File: src/rtl/key_ascii_fifo.sv
// Keypad scan code to ASCII converter with a first-word-fall-through FIFO and a sticky overflow flag.
// Optional macro KEY_BACKSPACE_EN: index 14 deletes the newest unread entry instead of storing '*'.
module key_ascii_fifo #(
  parameter int CODE_W   = 4,
  parameter int DEPTH    = 8,
  parameter int INV_CODE = 1,
  parameter int AW       = $clog2(DEPTH)
) (
  input  logic              clk,
  input  logic              rst_n,
  input  logic [CODE_W-1:0] key_code,
  input  logic              key_valid,
  output logic [7:0]        chr_data,
  output logic              chr_valid,
  input  logic              chr_ready,
  output logic [AW:0]       count,
  output logic              full,
  output logic              empty,
  output logic              overflow,
  input  logic              clr_ovf
);

  localparam logic [AW-1:0] PTR_ONE   = 1;
  localparam logic [AW:0]   CNT_ONE   = 1;
  localparam logic [AW:0]   CNT_DEPTH = (AW+1)'(DEPTH);

  function automatic logic [3:0] code_index(input logic [CODE_W-1:0] code);
    return (INV_CODE != 0) ? ~code[3:0] : code[3:0];
  endfunction

  function automatic logic code_illegal(input logic [CODE_W-1:0] code);
    logic [CODE_W+3:0] ext;
    ext = {4'b0000, code};
    return (ext >> 4) != '0;
  endfunction

  function automatic logic [7:0] ascii_of(input logic [3:0] idx, input logic bad);
    logic [7:0] c;
    if (bad) c = 8'h3F;
    else if (idx <= 4'd9) c = 8'h30 + {4'h0, idx};
    else if (idx <= 4'd13) c = 8'h41 + {4'h0, idx - 4'd10};
    else if (idx == 4'd14) c = 8'h2A;
    else c = 8'h20;
    return c;
  endfunction

  logic [7:0]    mem [DEPTH];
  logic [AW-1:0] wr_ptr, rd_ptr, wr_ptr_nxt, rd_ptr_nxt;
  logic [AW:0]   cnt, cnt_nxt;
  logic [3:0]    idx_p0;
  logic          bad_p0, bsp_p0;
  logic [7:0]    ascii_p0;
  logic          pop, push, drop, bsp_del;

  // Stage 0: decode the incoming scan code
  assign idx_p0   = code_index(key_code);
  assign bad_p0   = code_illegal(key_code);
  assign ascii_p0 = ascii_of(idx_p0, bad_p0);

`ifdef KEY_BACKSPACE_EN
  assign bsp_p0 = key_valid & ~bad_p0 & (idx_p0 == 4'd14);
`else
  assign bsp_p0 = 1'b0;
`endif

  assign empty     = (cnt == '0);
  assign full      = (cnt == CNT_DEPTH);
  assign chr_valid = ~empty;
  assign count     = cnt;
  assign chr_data  = empty ? 8'h20 : mem[rd_ptr];

  assign pop     = chr_valid & chr_ready;
  assign push    = key_valid & ~bsp_p0 & (~full | pop);
  assign drop    = key_valid & ~bsp_p0 & full & ~pop;
  // A backspace racing the pop of the only entry removes that entry just once
  assign bsp_del = bsp_p0 & ~empty & ~(pop & (cnt == CNT_ONE));

  always_comb begin
    rd_ptr_nxt = rd_ptr;
    wr_ptr_nxt = wr_ptr;
    cnt_nxt    = cnt;
    if (pop) begin
      rd_ptr_nxt = rd_ptr + PTR_ONE;
      cnt_nxt    = cnt_nxt - CNT_ONE;
    end
    if (push) begin
      wr_ptr_nxt = wr_ptr + PTR_ONE;
      cnt_nxt    = cnt_nxt + CNT_ONE;
    end
    if (bsp_del) begin
      wr_ptr_nxt = wr_ptr - PTR_ONE;
      cnt_nxt    = cnt_nxt - CNT_ONE;
    end
  end

  // Stage 1: storage and control state
  always_ff @(posedge clk) begin
    if (push) mem[wr_ptr] <= ascii_p0;
  end

  always_ff @(posedge clk or negedge rst_n) begin
    if (!rst_n) begin
      wr_ptr   <= '0;
      rd_ptr   <= '0;
      cnt      <= '0;
      overflow <= 1'b0;
    end else begin
      wr_ptr <= wr_ptr_nxt;
      rd_ptr <= rd_ptr_nxt;
      cnt    <= cnt_nxt;
      if (drop) overflow <= 1'b1;
      else if (clr_ovf) overflow <= 1'b0;
    end
  end

endmodule

File: config.mk
export PLATFORM = sky130hd
export DESIGN_NAME = key_ascii_fifo
export DESIGN_NICKNAME = d
export VERILOG_FILES = /design/src/rtl/key_ascii_fifo.sv
export SDC_FILE = /design/constraint.sdc
export NUM_CORES = 1
export LEC_CHECK = 0
export BUFFER_PORTS_ARGS = -buffer_cell sky130_fd_sc_hd__buf_2
export CORE_ASPECT_RATIO = 0.9
export CORE_UTILIZATION = 45
export CTS_BUF_LIST = sky130_fd_sc_hd__clkbuf_4
export CTS_CLUSTER_SIZE = 24
export DETAILED_ROUTE_END_ITERATION = 8
export PLACE_DENSITY = 0.64
export SLEW_MARGIN = 0
export SYNTH_ARGS = -nofsm -noshare
export SYNTH_HDL_FRONTEND = slang
export SYNTH_SLANG_ARGS = --single-unit
File: constraint.sdc
create_clock -name clk -period 3.5 [get_ports clk]
set_input_delay 0.7 -clock clk [delete_from_list [all_inputs] [get_ports clk]]
set_output_delay 0.7 -clock clk [all_outputs]
set_load 0.05 [all_outputs]
==> results of run 1 <==
cells by family after synthesis:
kind of cell,after synthesis
DFF,67
and+or+nand+nor,42
muxes,27
buffers and inverters,21
AOI/OAI and AO/OA,16
xor gates and xnor gates,11
adders and majority gates,8
other,1
flip-flops by register name (all words and copies together), names as in the netlist:
name,count
mem,56
wr_ptr,3
count,4
overflow,1
rd_ptr,3
metrics by stage:
stage | total power, µW | utilization | setup WS [ns] | cell area [µm²]
after floorplan | 2240 | - | 0.363 | 3060
after global placement | 2510 | 0.500 | 0.914 | 3290
after detailed placement | 2520 | 0.500 | 0.817 | 3290
after CTS | 3100 | 0.525 | 0.483 | 3460
after global routing | 3240 | 0.525 | 0.365 | 3460
final | 3080 | 0.525 | 0.523 | 3460
layout make-up:
class | instances | area, µm²
Tap cell | 90 | 113
Clock buffer | 9 | 67.6
Fill cell | 574 | 3130
Inverter | 12 | 45.0
Multi-Input combinational cell | 105 | 1000
Sequential cell | 67 | 1960
Timing Repair Buffer | 31 | 175
Clock inverter | 7 | 100
worst min-delay path by stage:
stage	endpoint	cells after the start	startpoint
after floorplan	count[0]	0	rst_n
after global placement	overflow	1	overflow
after detailed placement	overflow	1	overflow
after CTS	overflow	1	rst_n
after global routing	count[0]	1	rst_n
final	overflow	1	rst_n
report_power, final:
part           leakage (µW)  switching [µW]  total (µW)  internal [µW]
clock             0.0000909             296         592            296
combinational      0.000576             795        1270            478
sequential         0.000641             172        1210           1040
total               0.00131            1260        3080           1810
per-layer routing:
| metal | GRT usage | share of wire | wire length [µm] | vias up |
|---|---|---|---|---|
| met5 | 0 | 0 | 0 | - |
| met4 | 0.0857 | 0.011 | 59 | 0 |
| met3 | 0.0339 | 0.030 | 162 | 6 |
| met2 | 0.262 | 0.48 | 2540 | 36 |
| met1 | 0.233 | 0.48 | 2560 | 812 |
| li1 | - | - | - | 793 |
layout by cell type, fill, tap and decap left out, types with 2 or more instances in the layout:
cell type	synthesis	layout
mux2_2	2	2
nor2b_1	3	3
edfxtp_1	56	56
ha_1	8	8
xor2_1	2	2
nor3_1	6	6
mux2i_1	11	11
bufinv_16	0	2
clkbuf_4	0	9
a21oi_1	4	4
clkinv_4	0	2
xnor2_1	9	9
nand2b_1	4	4
buf_4	2	8
o21a_1	2	2
inv_1	12	12
nor2_1	15	15
nand2_1	4	4
buf_2	2	23
mux4_2	14	14
dfrtp_1	11	11
inv_6	0	2
nand3_1	2	2
nor4_1	2	2
==> impl_metrics.env, run 1 <==
export IMPL_cts_htree_levels=3
export IMPL_hold_viol_final=0
export IMPL_cts_resized=0
export IMPL_setup_worst_path_end="empty"
export IMPL_via_per_inst=5.13
export IMPL_wl_per_cell_um=16.6
export IMPL_initial_core_util=0.465
export IMPL_die_w_um=89.0
export IMPL_grt_usage=0.171
export IMPL_crit_start="count[0]"
export IMPL_cts_clk_slew_worst_paths_ns=0.12
export IMPL_synth_top_cells_by_area="edfxtp_1 (55%), mux4_2 (10%), dfrtp_1 (9.0%), mux2i_1 (3.6%), ha_1 (3.3%)"
export IMPL_diodes=0
export IMPL_cp_start_kind="register"
export IMPL_synth_adder_area_share=0.0327
export IMPL_end_kind="output port"
export IMPL_outcome="finished clean"
export IMPL_synthMuxAreaShare=0.146
export IMPL_ir_drop_mv=0.425
export IMPL_fmax_ghz=0.336
export IMPL_cts_tree="yes"
export IMPL_antenna_found_initial=0
export IMPL_relSlewSlack=0.349
export IMPL_port_buffers=23
export IMPL_avgSynthCellArea_um2=15.9
export IMPL_synth_compound_area_frac=0.0429
export IMPL_grt_ovfl_total=0
export IMPL_vias=1647
export IMPL_insertion_delay_ns=0.41
export IMPL_synthArstFlopShare=0.164
export IMPL_synthesis_instances=193
export IMPL_route_detailed_drc=0
export IMPL_syn_area_um2=3060
export IMPL_grt_pass1_vias=1553
export IMPL_cts_root_buf="clkbuf_4"
export IMPL_worstSetupPathDepth=5
export IMPL_ys_top_cells_by_count="edfxtp_1 (56), nor2_1 (15), mux4_2 (14), inv_1 (12)"
export IMPL_tns_ns=0
export IMPL_fp_dieH_um=80.3
export IMPL_worstPathRequired_ns=2.80
export IMPL_worst_hold_slack_ns=0.144
export IMPL_worstRegToRegCells=5
export IMPL_clk_path_buf_depth=2
export IMPL_finish_net_count=243
export IMPL_synth_xor_area_frac=0.0314
export IMPL_yosys_warnings=0
export IMPL_cts_setup_buffers=0
export IMPL_worstPathMaxFanout=7
export IMPL_slew_violations=0
export IMPL_fin_worst_skew_ns=0.0109
export IMPL_ant_nets=0
export IMPL_cp_num_buf_inv=3
export IMPL_crit_chain="inv_1, ha_1, or3b_1, inv_1, buf_2"
export IMPL_hpwl_um=3490
export IMPL_critPathArrivalTime_ns=2.28
export IMPL_dominantRegCellSynth="edfxtp_1"
export IMPL_cts_inserted_buffers=9
export IMPL_tightest_slew_ns=0.974
export IMPL_reg2reg_to="mem[3][6]"
export IMPL_synth_top_area_share=0.549
export IMPL_drive_above_1_share=0.299
export IMPL_synth_cell_type_count=40
export IMPL_seq_area_frac_synth=0.639
export IMPL_io_pins=25
export IMPL_wl_um=5320
export IMPL_setup_violations=0
export IMPL_clkSinkCount=67
export IMPL_place_gp_congestion=0.783
export IMPL_r2r_setup_slack_ns=1.23
export IMPL_synth_edff_count=56
export IMPL_path_common_cell="inv_1"
export IMPL_drt_initial_drc_count=102
export IMPL_post_synth_top_area_cell="edfxtp_1"
export IMPL_dieArea_um2=7140
export IMPL_ys_ff_latch=67
export IMPL_hold_class="in2async"
export IMPL_critical_path_class="reg2out"
export IMPL_yosys_area_share_simple=0.0731
export IMPL_postCtsHoldBufs=0
export IMPL_yosysMostFrequentCell="edfxtp_1"
export IMPL_grt_pass1_wl_um=8270
export IMPL_critPathMaxStageDelay_ns=0.49
export IMPL_power_density_nw_per_um2=889
export IMPL_synth_top_family_by_area="multiplexers"
export IMPL_crit_path_top_delay_cell="or3b_1"
export IMPL_grt_max_degree=17
export IMPL_area_growth_synth_to_final_pct=12.9
export IMPL_crit_family="buffers and inverters"
export IMPL_rr_startpoint="count[0]"
export IMPL_synth_nets=210
export IMPL_first_pass_iters=4
export IMPL_period_needed_ns=2.98
export IMPL_final_cells=321
export IMPL_rsz0062_at_grt="no"
export IMPL_period_share=0.851
export IMPL_coreArea_um2=6590
export IMPL_rows=28
export IMPL_leakage_uw=0.00131
export IMPL_placed_cells=305
export IMPL_cap_viol_max_count=0
(Power assumes the default switching activity.)
==> inputs of run 2 (changes only) <==
--- a/config.mk
+++ b/config.mk
@@ -12,6 +12,7 @@
 export CTS_CLUSTER_SIZE = 24
 export DETAILED_ROUTE_END_ITERATION = 8
 export PLACE_DENSITY = 0.64
+export REMOVE_ABC_BUFFERS = 1
 export SLEW_MARGIN = 0
 export SYNTH_ARGS = -nofsm -noshare
 export SYNTH_HDL_FRONTEND = slang
==> run 2 against run 1 <==
Critical endpoint unchanged. Total power decreased by 4.0%. Global-route usage is 0.55 points higher. First-iteration DRC count shrank 15%. Utilization is 0.78 points lower. Sequential power is essentially flat. Via count grew 0.61%. Critical path depth did not move. Count of clock-buffer cells in the layout up 1. Non-clock buffer count shrank 2. Largest power group unchanged. Clock power down 20%. Register-to-register slack worse by 0.11 ns. Die area stayed put.
==> impl_metrics.env, run 2 (synthesized netlist as in run 1, its figures left out) <==
export IMPL_tightest_slew_ns=0.928
export IMPL_first_pass_iters=4
export IMPL_leakage_uw=0.00128
export IMPL_cts_inserted_buffers=9
export IMPL_antenna_found_initial=0
export IMPL_worstRegToRegCells=5
export IMPL_period_share=0.850
export IMPL_top_register="mem"
export IMPL_die_w_um=89.0
export IMPL_grt_busiest_layer="met2"
export IMPL_diodes=0
export IMPL_clkSinkCount=67
export IMPL_hold_class="in2async"
export IMPL_groute_layer_met3_usage=0.0627
export IMPL_largest_register_ffs=56
export IMPL_drive_above_1_share=0.288
export IMPL_grt_ovfl_total=0
export IMPL_cts_root_buf="clkbuf_4"
export IMPL_cp_start_kind="register"
export IMPL_final_common_cell="edfxtp_1"
export IMPL_setup_violations=0
export IMPL_fill_cells=598
export IMPL_placed_area_um2=3280
export IMPL_ant_nets=0
export IMPL_cts_setup_buffers=0
export IMPL_via_per_inst=5.19
export IMPL_hpwl_um=3560
export IMPL_fp_dieH_um=80.3
export IMPL_grt_pass1_wl_um=8730
export IMPL_cts_tree="yes"
export IMPL_power_density_nw_per_um2=866
export IMPL_mostFrequentLayoutCells="edfxtp_1 (56), buf_2 (23), nor2_1 (15)"
export IMPL_coreArea_um2=6590
export IMPL_met1_usage=0.233
export IMPL_r2r_setup_slack_ns=1.12
export IMPL_drt_initial_drc_count=87
export IMPL_dieArea_um2=7140
export IMPL_end_kind="output port"
export IMPL_rows=28
export IMPL_critPathArrivalTime_ns=2.28
export IMPL_postCtsHoldBufs=0
export IMPL_area_growth_synth_to_final_pct=11.3
export IMPL_port_buffers=23
export IMPL_cts_clk_slew_worst_paths_ns=0.10
export IMPL_io_pins=25
export IMPL_cts_resized=0
export IMPL_clk_path_buf_depth=2
export IMPL_outcome="finished clean"
export IMPL_reg2reg_to="mem[7][3]"
export IMPL_finish_net_count=241
export IMPL_worstPathMaxFanout=7
export IMPL_insertion_delay_ns=0.40
export IMPL_hold_viol_final=0
export IMPL_rr_startpoint="count[0]"
export IMPL_vias=1657
export IMPL_use_met2=0.268
export IMPL_worstPathRequired_ns=2.80
export IMPL_fmax_ghz=0.336
export IMPL_finalInstanceArea_um2=3410
export IMPL_grt_usage=0.177
export IMPL_initial_core_util=0.465
export IMPL_grt_pass1_vias=1651
export IMPL_period_needed_ns=2.98
export IMPL_route_detailed_drc=0
export IMPL_ir_drop_mv=0.388
export IMPL_grt_max_degree=17
export IMPL_wl_um=5390
export IMPL_worst_hold_slack_ns=0.151
export IMPL_slew_violations=0
export IMPL_cts_htree_levels=3
export IMPL_relSlewSlack=0.379
export IMPL_cap_viol_max_count=0
export IMPL_place_gp_congestion=0.789
export IMPL_rsz0062_at_grt="no"
export IMPL_critical_path_class="reg2out"
export IMPL_final_util=0.518
export IMPL_wl_per_cell_um=16.9
export IMPL_fin_worst_skew_ns=0.0119
==> run 2: changes by cell type in the layout (fill, tap and decap cells not counted) <==
cell and delta:
buf_4 -2, bufinv_16 -1, clkbuf_4 +1, clkinv_1 +1
clkinv_2 +2, clkinv_4 -2, clkinvlp_4 +1, inv_6 -2
==> run 2: worst max-delay path, stage by stage (launching register included) <==
cell and delay (ns):
dfrtp_1 0.47, inv_1 0.09, ha_1 0.23, or3b_1 0.49, inv_1 0.28, buf_2 0.32
==> run 2: area by class of cell <==
| cell class | instances | area (µm²) | share of cell area |
|---|---|---|---|
| clock buffers | 10 | 75.1 | 0.0220 |
| clock inverters | 6 | 56.3 | 0.0165 |
| inverters | 12 | 45.0 | 0.0132 |
| multi-input cells | 105 | 1000 | 0.294 |
| flip-flops and latches | 67 | 1960 | 0.574 |
| well taps | 90 | 113 | 0.0330 |
| repair buffers | 29 | 160 | 0.0470 |
==> run 2: worst max path at each step <==
stage / start / to / slack [ns] / cells after the start
4_1_cts: count[0] / empty / 0.46 / 5
3_5_place_dp: key_code[0] / mem[5][0] / 0.77 / 7
5_1_grt: count[0] / chr_data[4] / 0.36 / 6
2_1_floorplan: count[0] / chr_data[0] / -0.08 / 5
3_3_place_gp: key_code[0] / mem[5][0] / 0.90 / 7
6_report: count[0] / empty / 0.52 / 5
==> run 2: power breakdown <==
group          internal (µW)  leakage (µW)  total [µW]  switching, µW
Sequential              1040      0.000641        1210            166
Clock                    220     0.0000736         471            251
Combinational            473      0.000566        1280            805
Total                   1730       0.00128        2950           1220
==> run 2: routing by layer <==
layer	vias up	share of wire
met2	40	0.47
met3	11	0.055
li1	794	-
met5	-	0
met1	812	0.45
met4	0	0.023
==> run 2: stage by stage <==
| stage | worst slack (ns) | total power (µW) | std cells | setup TNS [ns] |
|---|---|---|---|---|
| final | 0.525 | 2950 | 319 | 0 |
| after CTS | 0.458 | 3000 | 319 | 0 |
| after global routing | 0.360 | 3150 | 319 | 0 |
| after detailed placement | 0.772 | 2520 | 303 | 0 |
| after global placement | 0.898 | 2510 | 303 | 0 |
| after floorplan | -0.0767 | 2190 | 184 | -0.460 |
==> inputs of run 3 (changes only) <==
--- a/config.mk
+++ b/config.mk
@@ -13,6 +13,7 @@
 export DETAILED_ROUTE_END_ITERATION = 8
 export PLACE_DENSITY = 0.64
 export REMOVE_ABC_BUFFERS = 1
+export SKIP_CTS_REPAIR_TIMING = 1
 export SLEW_MARGIN = 0
 export SYNTH_ARGS = -nofsm -noshare
 export SYNTH_HDL_FRONTEND = slang
==> constraint.sdc (replaced) <==
create_clock -name clk -period 3.5 [get_ports clk]
set_input_delay 0.35 -clock clk [delete_from_list [all_inputs] [get_ports clk]]
set_output_delay 0.35 -clock clk [all_outputs]
set_load 0.05 [all_outputs]
==> run 3 against run 2 <==
Clock power increased by 34%. Critical endpoint unchanged. Largest power group unchanged. Sequential power about the same. Global-route usage decreased by 0.52 points. Count of clock-buffer cells in the layout decreased by 1. Highest routed layer unchanged. Largest cell class unchanged. Via count down 0.18%.
==> impl_metrics.env, run 3 (synthesized netlist as in run 1, its figures left out) <==
export IMPL_ff_latch_area_um2=1960
export IMPL_setup_worst_path_end="empty"
export IMPL_worstPathRequired_ns=3.15
export IMPL_route_detailed_drc=0
export IMPL_power_density_nw_per_um2=898
export IMPL_setup_violations=0
export IMPL_period_needed_ns=2.65
export IMPL_diodes=0
export IMPL_via_per_inst=5.17
export IMPL_outcome="finished clean"
export IMPL_mostFrequentLayoutCells="edfxtp_1 (56), buf_2 (23), nor2_1 (15)"
export IMPL_wl_per_cell_um=16.5
export IMPL_final_common_cell="edfxtp_1"
export IMPL_antenna_found_initial=0
export IMPL_ant_nets=0
export IMPL_clkSinkCount=67
export IMPL_power_total_uw=3120
export IMPL_grt_ovfl_total=0
export IMPL_fp_dieH_um=80.3
export IMPL_place_gp_congestion=0.743
export IMPL_hold_class="in2reg"
export IMPL_cts_root_buf="clkbuf_4"
export IMPL_slew_violations=0
export IMPL_drt_initial_drc_count=96
export IMPL_period_share=0.756
export IMPL_worstPathMaxFanout=7
export IMPL_initial_core_util=0.465
export IMPL_dieArea_um2=7140
export IMPL_die_w_um=89.0
export IMPL_cap_viol_max_count=0
export IMPL_end_kind="output port"
export IMPL_coreArea_um2=6590
export IMPL_grt_usage=0.172
export IMPL_first_pass_iters=4
export IMPL_rr_startpoint="count[0]"
export IMPL_hpwl_um=3570
export IMPL_ir_drop_mv=0.408
export IMPL_finalInstanceArea_um2=3470
export IMPL_r2r_setup_slack_ns=1.23
export IMPL_port_buffers=23
export IMPL_cts_inserted_buffers=9
export IMPL_tns_ns=0
export IMPL_wl_um=5270
export IMPL_fin_worst_skew_ns=0.0123
export IMPL_multi_input_area_um2=1000
export IMPL_cts_htree_levels=3
export IMPL_cts_clk_slew_worst_paths_ns=0.11
export IMPL_largest_register_ffs=56
export IMPL_worstRegToRegCells=5
export IMPL_grt_pass1_vias=1570
export IMPL_crit_start="count[0]"
export IMPL_area_growth_synth_to_final_pct=13.3
export IMPL_leakage_uw=0.00131
export IMPL_cp_start_kind="register"
export IMPL_grt_pass1_wl_um=8470
export IMPL_placed_area_um2=3280
export IMPL_io_pins=25
export IMPL_fill_cells=575
export IMPL_rsz0062_at_grt="no"
export IMPL_finish_net_count=242
export IMPL_rows=28
export IMPL_hp_start="clr_ovf"
export IMPL_insertion_delay_ns=0.41
export IMPL_critical_path_class="reg2out"
export IMPL_vias=1654
export IMPL_grt_max_degree=17
export IMPL_tightest_slew_ns=0.899
export IMPL_hold_viol_final=0
export IMPL_reg2reg_to="mem[7][2]"
export IMPL_relSlewSlack=0.399
export IMPL_layout_setup_ws_ns=0.853
export IMPL_cts_tree="yes"
export IMPL_top_register="mem"
export IMPL_fmax_ghz=0.378
export IMPL_drive_above_1_share=0.287
export IMPL_clk_path_buf_depth=2
export IMPL_post_place_ws_ns=1.14
export IMPL_critPathArrivalTime_ns=2.30
export IMPL_worst_hold_slack_ns=0.232
==> run 3: cell types whose count changed in the layout (fill, tap and decap cells not counted), sizes merged <==
cell	before	now
clkinvlp	1	0
dlygate4sd3	0	1
bufinv	1	3
clkbuf	10	9
==> run 3: cell type report <==
type / count / area share
flip-flops and latches: 67 / 0.564
multi-input cells: 105 / 0.289
repair buffers: 30 / 0.0490
clock inverters: 7 / 0.0335
well taps: 90 / 0.0324
clock buffers: 9 / 0.0195
inverters: 12 / 0.0130
==> run 3: how the worst min path moves through the flow <==
stage                          end  slack (ns)  depth (start not counted)
after floorplan           count[0]        0.05                          0
after global placement    overflow        0.24                          1
after detailed placement  overflow        0.24                          1
after CTS                 count[1]       -0.21                          1
after global routing      overflow        0.22                          3
final                     overflow        0.23                          3
==> run 3: worst max-delay path, cell delays in order (launching register included) <==
cell and delay, ns:
dfrtp_1 0.47, inv_1 0.09, ha_1 0.24, or3b_1 0.50, inv_1 0.28, buf_2 0.32
==> run 3: metrics by stage <==
stage / util / std cells
after detailed placement: 0.498 / 303
after floorplan: - / 184
after global routing: 0.527 / 320
final: 0.527 / 320
after CTS: 0.526 / 319
after global placement: 0.498 / 303
==> run 3: per-layer routing <==
metal,track usage,vias up,wire length (µm)
met5,0,-,0
met4,0.0952,0,122
met3,0.0308,10,110
met2,0.253,25,2430
met1,0.240,825,2610
li1,-,794,-
==> run 3: report_power, final <==
part / switching, µW / internal, µW
clock: 272 / 360
combinational: 799 / 475
sequential: 175 / 1040
